[config.mk]
export PLATFORM = sky130hd
export DESIGN_NAME = fg_zone_detector
export DESIGN_NICKNAME = d
export VERILOG_FILES = /design/src/rtl/fg_zone_detector.sv
export SDC_FILE = /design/constraint.sdc
export NUM_CORES = 1
export LEC_CHECK = 0
export ABC_AREA = 1
export ABC_CLOCK_PERIOD_IN_PS = 3900
export CAP_MARGIN = 20
export CORE_MARGIN = 5
export CORE_UTILIZATION = 60
export CTS_BUF_LIST = sky130_fd_sc_hd__clkbuf_16
export DETAILED_ROUTE_END_ITERATION = 12
export HOLD_SLACK_MARGIN = 0.15
export PLACE_DENSITY = 0.77
export SLEW_MARGIN = 15
export SYNTH_ARGS = -nofsm -noshare
export SYNTH_HDL_FRONTEND = slang
export SYNTH_SLANG_ARGS = --single-unit
[constraint.sdc]
create_clock -name clk -period 3.9 [get_ports clk]
set_clock_uncertainty 0.1 [all_clocks]
set_input_delay 0.39 -clock clk [delete_from_list [all_inputs] [get_ports clk]]
set_output_delay 0.39 -clock clk [all_outputs]
set_load 0.02 [all_outputs]
[src/rtl/fg_zone_detector.sv]
// Counts foreground (non-background) pixels in four side-by-side zones per frame and reports per-zone hits.
// Optional FG_ZONE_DEBOUNCE_EN: a zone only reports a hit when it was hit in two consecutive frames.
module fg_zone_detector #(
  parameter logic [9:0]  ZONE_Y0 = 10'd0,
  parameter logic [9:0]  ZONE_H  = 10'd120,
  parameter logic [14:0] HIT_TH  = 15'd2000
) (
  input  logic        clk,
  input  logic        reset,
  input  logic        DE,
  input  logic [9:0]  x_pixel,
  input  logic [9:0]  y_pixel,
  input  logic        bg_pixel,
  output logic [3:0]  hit,
  output logic        hit_valid,
  output logic [14:0] zone_cnt_max
);

  typedef enum logic [1:0] {IDLE, ACCUM, EVAL, REPORT} state_t;

  state_t      state, state_next;
  logic        frame_start, frame_end, in_band;
  logic [3:0]  zone_hit;
  logic [14:0] cnt [4];
  logic [3:0]  raw, raw_next;
  logic [14:0] max_next, max_01, max_23;
  logic [10:0] y_lo, y_hi;

  assign frame_start = DE && (x_pixel == 10'd0)   && (y_pixel == 10'd0);
  assign frame_end   = DE && (x_pixel == 10'd639) && (y_pixel == 10'd479);

  // Band bounds are widened to 11 bits so ZONE_Y0 + ZONE_H cannot overflow.
  assign y_lo    = {1'b0, ZONE_Y0};
  assign y_hi    = y_lo + {1'b0, ZONE_H};
  assign in_band = ({1'b0, y_pixel} >= y_lo) && ({1'b0, y_pixel} < y_hi);

  always_comb begin
    zone_hit = 4'b0000;
    if (DE && !bg_pixel && in_band) begin
      if (x_pixel < 10'd160)      zone_hit[0] = 1'b1;
      else if (x_pixel < 10'd320) zone_hit[1] = 1'b1;
      else if (x_pixel < 10'd480) zone_hit[2] = 1'b1;
      else if (x_pixel < 10'd640) zone_hit[3] = 1'b1;
    end
  end

  // A frame-start pixel restarts the counts and is itself counted; counts saturate.
  always_ff @(posedge clk or posedge reset) begin
    if (reset) begin
      for (int k = 0; k < 4; k++) cnt[k] <= 15'd0;
    end else begin
      for (int k = 0; k < 4; k++) begin
        if (frame_start)
          cnt[k] <= {14'd0, zone_hit[k]};
        else if (state == IDLE)
          cnt[k] <= 15'd0;
        else if (zone_hit[k] && (cnt[k] != 15'h7FFF))
          cnt[k] <= cnt[k] + 15'd1;
      end
    end
  end

  always_ff @(posedge clk or posedge reset) begin
    if (reset) state <= IDLE;
    else       state <= state_next;
  end

  always_comb begin
    state_next = state;
    case (state)
      IDLE:    if (frame_start) state_next = ACCUM;
      ACCUM:   if (frame_end)   state_next = EVAL;
      EVAL:    state_next = REPORT;
      REPORT:  state_next = ACCUM;
      default: state_next = IDLE;
    endcase
  end

  always_comb begin
    for (int k = 0; k < 4; k++) raw_next[k] = (cnt[k] >= HIT_TH);
    max_01   = (cnt[0] >= cnt[1]) ? cnt[0] : cnt[1];
    max_23   = (cnt[2] >= cnt[3]) ? cnt[2] : cnt[3];
    max_next = (max_01 >= max_23) ? max_01 : max_23;
  end

  always_ff @(posedge clk or posedge reset) begin
    if (reset) begin
      raw          <= 4'b0000;
      zone_cnt_max <= 15'd0;
    end else if (state == EVAL) begin
      raw          <= raw_next;
      zone_cnt_max <= max_next;
    end
  end

  assign hit_valid = (state == REPORT);

`ifdef FG_ZONE_DEBOUNCE_EN
  logic [3:0] prev_raw;
  logic [3:0] hit_q;

  // The new hit is formed as EVAL closes so it is already stable during the REPORT pulse.
  always_ff @(posedge clk or posedge reset) begin
    if (reset) begin
      prev_raw <= 4'b0000;
      hit_q    <= 4'b0000;
    end else begin
      if (state == EVAL)   hit_q    <= raw_next & prev_raw;
      if (state == REPORT) prev_raw <= raw;
    end
  end

  assign hit = hit_q;
`else
  assign hit = raw;
`endif

endmodule

Word level (Yosys, flattened, before mapping)
Index checks and enable logic that the tools add are counted.
- register bits: 81
- output and inout port bits: 20
- logic and storage cells: 81
- add/sub/neg operators: 4
- $lt $le $gt $ge: 13
- equality and inequality tests: 11
- muxes and demuxes: 26
- reductions and logical operators: 20
- operators with widths (kind ; number):
    15-bit 2-to-1 mux ; 15
    15-bit by 1-bit adder with 15-bit output (second input constant) ; 4
    15-bit by 11-bit greater-or-equal comparator with 1-bit output (second input constant) ; 4
    15-bit != test (second input constant) ; 4
    15-bit greater-or-equal comparator ; 3
    10-bit zero test ; 2
    10-bit by 9-bit < comparator with 1-bit output (second input constant) ; 2
    3-bit nonzero test ; 4
    1-bit logical AND ; 11
    10-bit equality test (second input constant) ; 1
    10-bit by 9-bit equality test with 1-bit output (second input constant) ; 1
    10-bit by 1-bit greater-or-equal comparator with 1-bit output (second input constant) ; 1
    10-bit < comparator (second input constant) ; 1
    10-bit by 7-bit < comparator with 1-bit output (second input constant) ; 1
    10-bit by 8-bit < comparator with 1-bit output (second input constant) ; 1
    2-bit one-hot mux with 4 select lines ; 1
    2-bit 2-to-1 mux ; 3
    1-bit 2-to-1 mux ; 5
    2-bit equality test (second input constant) ; 2
    4-bit 2-to-1 mux ; 1
    2-bit != test (second input constant) ; 2
    3-bit 2-to-1 mux ; 1
    2-bit by 1-bit equality test with 1-bit output (second input constant) ; 1
    2-bit zero test ; 1
    2 further kinds ; 2

Longest topological paths before layout
Gate-level depths: netlist of run 1.
- depth in word-level cells: 10
- gate-level depth with buffers: 27
- mapped depth without buffers: 24

Worst setup path after synthesis of run 1
No wires, ideal clock.
- path type: flip-flop to flip-flop
- from: reg cnt[40] (netlist bit)
- to: reg zone_cnt_max[0]
- library setup time: 0.118 ns
- data arrival time: 3.166 ns
- slack: 0.516 ns
- stages on the path, launching flop included: 24
- period minus slack after synthesis: 3.384 ns
- cell sequence: dfrtp_1 -> inv_1 -> ha_1 -> nand2_1 -> inv_2 -> nand2_1 -> nand2_1 -> a21oi_2 -> nand3_2 -> buf_2 -> buf_2 -> o21ai_0 -> inv_1 -> ha_1 -> nand2_1 -> nor2_1 -> nand4_1 -> nor2_4 -> nor2_8 -> nand2_4 -> buf_6 -> nand2_1 -> nand3_1 -> nand2_1
- word-level cells in the longest chain between the ends: 4
- ends and longest elaborated chain (what ; line ; RTL):
    start: declaration ; 24 ; logic [14:0] cnt [4];
    start signal: indexed assignment ; 54 ; cnt[k] <= {14'd0, zone_hit[k]};
    start signal: indexed assignment ; 58 ; cnt[k] <= cnt[k] + 15'd1;
    15-bit greater-or-equal comparator ; 81 ; max_01 = (cnt[0] >= cnt[1]) ? cnt[0] : cnt[1];
    15-bit 2-to-1 mux * ; 81 ;
    15-bit greater-or-equal comparator ; 83 ; max_next = (max_01 >= max_23) ? max_01 : max_23;
    15-bit 2-to-1 mux * ; 83 ;
    end signal: assignment ; 92 ; zone_cnt_max <= max_next;
    end: declaration ; 16 ; output logic [14:0] zone_cnt_max
Every way passes the cells marked *; elsewhere a longest branch is shown, timed or not.
A chain may end at the register's enable or synchronous reset.

Worst setup path after layout of run 1
- from: reg cnt[14] (netlist bit)
- to: reg zone_cnt_max[12]
- word-level cells in the longest chain between the ends: 4
- ends and longest elaborated chain (what ; line ; RTL):
    15-bit greater-or-equal comparator ; 82 ; max_23 = (cnt[2] >= cnt[3]) ? cnt[2] : cnt[3];
    15-bit 2-to-1 mux * ; 82 ;
    15-bit greater-or-equal comparator ; 83 ;
    15-bit 2-to-1 mux * ; 83 ;
Marks and branches as above.

==> flow_summary.yaml, run 1 <==
sta:
  fmax_ghz: 0.274
  slew_headroom: 0.487
  period_minus_slack_ps: 3650
  finalHoldViolations: 0
  slew_viol_final: 0
  setup_slack_ps: 251
  worst_pin_slew_ps: 769
  setup_violations: 0
  final_min_period_over_clock_period: 0.936
worst_setup_path:
  critPathCapture: "zone_cnt_max[12]"
  required_ps: 4040
  cp_num_buf_inv: 2
  r2r_cells: 22
  ff2ff_setup_slack_ps: 250
  crit_chain: "inv_1, ha_1, nand2_1, nor2_2, nand3_1, nor2_1, nor2_4, nand2_1, buf_6, nand2_1, o21ai_1, ha_1, a21oi_1, o21ai_1, a21oi_1, o21ai_1, nand4_1, nand2_2, nand2_2, nand3_1, nand3_1, nand2_1"
  r2r_end: "zone_cnt_max[12]"
  critPathMaxFanout: 16
  cp.depth: 22
  crit_top_cell: "nand2_1"
  slowest_delay_ps: 400
  cpMaxStageDelayCell: "dfrtp_1"
  r2r-start: "cnt[14]"
  cp-startpoint: "cnt[14]"
  crit_path_start_kind: "register"
  crit_path_end_kind: "register"
  worstSetupPathType: "register to register"
  arrival_ps: 3790
  critical-path-top-delay-family: "simple AND/OR/NAND/NOR gates"
place:
  dpl_worst_slack_ps: -65.3
  gp_congestion: 0.937
  placed_cell_area_um2: 6740
  dpl.hpwl_mm: 13.1
  io_buffers: 43
cells_and_area:
  num-fill-cells: 782
  fin_nets: 986
  layout-drive-gt1-share: 0.102
  fin_util: 0.727
  syn_to_final_growth_pct: 17.4
  diodes: 0
  seqCellArea_um2: 2030
  final_cell_mix: "nand2_1, inv_1, dfrtp_1"
  finalInstanceArea_um2: 7170
  final_common_cell: "nand2_1"
  multi_input_area_um2: 3610
die:
  start_util: 0.619
  design.core.area_um2: 9860
  num_rows: 36
  dieHeight_um: 111
  ios: 44
  dieWidth_um: 111
  die_area_um2: 12300
cts:
  clk_latency_ps: 350
  postCtsHoldBufs: 0
  clk_pin_slew_ps: 70
  clock_tree.root_cell: "clkbuf_16"
  cts_num_sinks: 81
  tritoncts: "built"
  cts_buffers: 9
  htree_levels: 3
  clk_path_buf_depth: 2
power_and_ir_drop:
  internal_power_mw: 2.20
  cellPowerDensity_nw_per_um2: 587
  combPwrFrac: 0.561
  seqPwrFrac: 0.246
  p_switching_mw: 2.00
  clkPwrFrac: 0.193
  ir_drop_mv: 0.422
  switching_share: 0.476
  power_leakage_nw: 3.43
drt:
  drt_iter0_drc: 412
  vias: 6097
  firstDrtPassIters: 5
  wl_per_cell_um: 16.6
  drt_wl_total_mm: 17.4
  route.detailed.drc: 0
  via_per_inst: 5.84
  detail-route-antenna-nets: 0
logic_synthesis:
  yosys_warnings: 0
  syn_area_um2: 6100
  synth_top_area_cell: "dfrtp_1"
  synthArstFlopShare: 1.00
  ys_ff_latch: 81
  post_synth_num_cell_types: 48
  synth_nets: 926
  syn_avg_cell_area_um2: 7.21
  yosysSeqAreaShare: 0.332
  synthTopCellsByArea: "dfrtp_1, nand2_1, ha_1"
  synth.top_cell.area_share: 0.332
  synth_edf_count: 0
  netlist_instances: 846
  synth_ff_type: "dfrtp_1"
grt:
  grt-ovfl-total: 0
  grt_pass1_wl_mm: 28.7
  grt_pass1_vias: 6094
  grt_usage: 0.285
  grt_max_degree: 42
  antenna_found_initial: 0
worst_hold_path:
  hold_class: "primary input to async pin"
job:
  maxCapViolCount: 0
outcome:
  run_status: "complete, no violations"
cell usage after synthesis, types with 7 or more instances:
cell / count
nor2_1: 58
dfrtp_1: 81
nand2_2: 7
clkbuf_1: 8
buf_2: 7
ha_1: 56
nand3_1: 60
a21oi_1: 50
nor3_1: 27
nor4_1: 9
inv_1: 124
o21ai_0: 59
nand2_1: 187
a31oi_1: 7
xor2_1: 8
o21ai_1: 10
nand4_1: 26
worst min-delay path by stage:
stage                                  to  slack (ps)  cells after the start
after floorplan                   cnt[33]         330                      1
after global placement            cnt[33]         350                      1
after detailed placement  zone_cnt_max[7]         370                      2
after CTS                         cnt[33]         380                      1
after global routing              cnt[33]         390                      1
final                             cnt[42]         370                      2
power by group through the flow:
| stage | Clock, mW | Sequential [mW] | Combinational (mW) |
|---|---|---|---|
| 4_1_cts | 0.823 | 1.03 | 2.07 |
| 3_3_place_gp | 0 | 1.04 | 2.00 |
| 6_report | 0.812 | 1.03 | 2.36 |
| 5_1_grt | 0.860 | 1.05 | 2.60 |
| 3_5_place_dp | 0 | 1.05 | 2.05 |
| 2_1_floorplan | 0 | 1.12 | 1.37 |
routing by layer:
| metal | wire length, um | vias up | share of wire | GRT usage |
|---|---|---|---|---|
| met2 | 8610 | 218 | 0.50 | 0.491 |
| li1 | - | 2953 | - | - |
| met5 | 0 | - | 0 | 0 |
| met1 | 7060 | 2880 | 0.41 | 0.344 |
| met3 | 1080 | 46 | 0.062 | 0.0622 |
| met4 | 623 | 0 | 0.036 | 0.116 |
sequential cells by signal, indices dropped and copies added, names as in the netlist:
| signal | flops |
|---|---|
| zone_cnt_max | 15 |
| cnt | 60 |
| state | 2 |
| hit | 4 |
area by class of cell:
class	instances	share of cell area
sequential	81	0.283
tap	133	0.0232
inverter	130	0.0683
multi-input combinational	620	0.503
timing repair buffer	64	0.0826
clock inverter	7	0.00768
clock buffer	9	0.0314
timing repair:
item	in CTS	in global routing
pin swaps	0	7
hold endpoints to repair	0	0
endpoints found under the setup margin	15	15
gates resized for setup	4	30
buffers inserted	0	2
gates cloned	0	4
kinds of logic after synthesis:
| logic type | Yosys count | share of synthesized area |
|---|---|---|
| flops | 81 | 0.332 |
| xor+xnor | 8 | 0.0115 |
| simple gates | 407 | 0.315 |
| buf+inv | 149 | 0.0968 |
| compound gates | 145 | 0.129 |
| fa+ha+maj | 56 | 0.115 |
metrics by stage:
stage / TNS, ps / total power, mW / instances / hold WS (ps)
after floorplan: 0 / 2.49 / 846 / 333
after global placement: 0 / 3.04 / 1022 / 355
after detailed placement: -558 / 3.10 / 1022 / 367
after CTS: 0 / 3.93 / 1038 / 377
after global routing: -582 / 4.50 / 1044 / 389
final: 0 / 4.21 / 1044 / 367
No activity file was read; power rests on OpenSTA's default activity.
==> run 2, diff against run 1 <==
Settings changed: ABC_CLOCK_PERIOD_IN_PS 3900 to default, TNS_END_PERCENT from default to 10.
==> results of run 2 <==
Final layout, timing and power as in run 1 (identical DEF).
==> run 3, diff against run 2 <==
Settings changed: CORE_UTILIZATION 60 to 62, DONT_BUFFER_PORTS from default to 1, PLACE_DENSITY 0.77 to 0.74, SLEW_MARGIN 15 to 30.
==> flow_summary.yaml, run 3 (synthesis gave the netlist of run 1 again) <==
sta:
  final_min_period_over_clock_period: 0.923
  fmax_ghz: 0.278
  slew_headroom: 0.540
  setup_slack_ps: 299
  setup_violations: 0
  slew_viol_final: 0
  period_minus_slack_ps: 3600
  fin_tns_setup_ps: 0
  worst_pin_slew_ps: 690
  finalHoldViolations: 0
drt:
  via_per_inst: 5.89
  vias: 5967
  drt_iter0_drc: 396
  route.detailed.drc: 0
  detail-route-antenna-nets: 0
  wl_met3_um: 943
  drt_wl_total_mm: 17.3
  firstDrtPassIters: 5
  top_layer_used: "met4"
  wl_per_cell_um: 17.0
  wl_met1_mm: 7.23
  dr_wl_met2_mm: 8.47
cells_and_area:
  multi_input_area_um2: 3620
  num-fill-cells: 824
  fin_util: 0.712
  fin_nets: 955
  largest_reg_flops: 60
  top_register: "cnt"
  final_common_cell: "nand2_1"
  finalInstanceArea_um2: 6900
  seqCellArea_um2: 2030
  diodes: 0
  layout-drive-gt1-share: 0.117
  syn_to_final_growth_pct: 13.1
  final_cell_mix: "nand2_1, inv_1, dfrtp_1"
outcome:
  run_status: "complete, no violations"
place:
  gp_congestion: 0.974
  dpl.hpwl_mm: 12.9
  dpl_worst_slack_ps: -58.9
  io_buffers: 0
  placed_cell_area_um2: 6380
worst_setup_path:
  cp-startpoint: "cnt[14]"
  worstSetupPathType: "register to register"
  crit_path_start_kind: "register"
  slowest_delay_ps: 410
  r2r-start: "cnt[14]"
  crit_chain: "inv_1, ha_1, nand2_1, nor2_4, nor3b_2, nand2_1, nand2_2, buf_6, nand2_1, o21ai_2, ha_1, a21oi_1, o21ai_0, a21oi_1, o21ai_1, nand4_1, nand2_2, nand2_2, nand3_1, nand3_1, nand2_1"
  critPathMaxFanout: 16
  arrival_ps: 3740
  r2r_cells: 21
  cpMaxStageDelayCell: "dfrtp_1"
  crit_path_end_kind: "register"
  crit_top_cell: "nand2_1"
  required_ps: 4030
cts:
  tritoncts: "built"
  clk_path_buf_depth: 2
  clk_latency_ps: 340
  clk_pin_slew_ps: 60
  cts_num_sinks: 81
  clock_tree.root_cell: "clkbuf_16"
  htree_levels: 3
  cts_buffers: 9
die:
  dieHeight_um: 109
  ios: 44
  num_rows: 36
  design.core.area_um2: 9680
  start_util: 0.630
  dieWidth_um: 109
  die_area_um2: 11900
job:
  maxCapViolCount: 0
grt:
  antenna_found_initial: 0
  grt-ovfl-total: 0
  grt_pass1_vias: 5766
  grt_pass1_wl_mm: 28.0
  grt_max_degree: 50
  grt_usage: 0.301
worst_hold_path:
  hold_class: "primary input to register"
  whs_path_depth: 3
  hp-start: "DE"
power_and_ir_drop:
  ir_drop_mv: 0.423
  power_leakage_nw: 3.38
  cellPowerDensity_nw_per_um2: 604
==> run 3: power breakdown <==
part	switching (mW)	internal (mW)	leakage (nW)	total [mW]
logic	1.40	0.657	2.11	2.05
registers	0.179	0.958	1.10	1.14
clock network	0.357	0.621	0.166	0.977
total	1.93	2.24	3.38	4.17
==> run 3: cell type report <==
| cell class | count | area share |
|---|---|---|
| clock buffer | 9 | 0.0326 |
| tap | 133 | 0.0241 |
| inverter | 130 | 0.0711 |
| multi-input combinational | 620 | 0.525 |
| clock inverter | 7 | 0.0160 |
| sequential | 81 | 0.294 |
| timing repair buffer | 33 | 0.0374 |
==> run 3: worst max-delay path: cells and delay by family, from the launching register on <==
family,cells,cell delay (ps)
fa+ha+maj,2,580
simple gates,12,1480
flops,1,410
buf+inv,2,270
compound gates,5,640
==> run 3: what timing repair did <==
item                                   in CTS  in global routing
endpoints found under the hold margin      48                  0
buffers inserted                            0                  3
gates cloned                                0                  5
setup endpoints to repair                  15                 15
hold buffers                                1                  0
resized for setup                           4                 36
pin swaps                                   0                  6
==> run 3: path summary, 6_finish.rpt <==
kind	to	slack, ps
worst max register to register	zone_cnt_max[8]	300
min in group asynchronous	cnt[39]	520
worst max-delay path	zone_cnt_max[8]	300
worst min register to register	cnt[18]	400
worst min-delay path	cnt[16]	300
max in group asynchronous	cnt[11]	2270
==> run 3: per-layer routing <==
metal	up-vias	global-route usage
met1	2815	0.384
met4	0	0.126
met5	-	0
met3	55	0.0485
li1	2896	-
met2	201	0.508
==> run 3: stage by stage <==
stage | total power, mW | hold slack [ps] | cells
after floorplan | 2.49 | 333 | 846
after global placement | 2.89 | 351 | 988
after detailed placement | 2.93 | 385 | 988
after CTS | 3.91 | 298 | 1005
after global routing | 4.47 | 338 | 1013
final | 4.17 | 300 | 1013
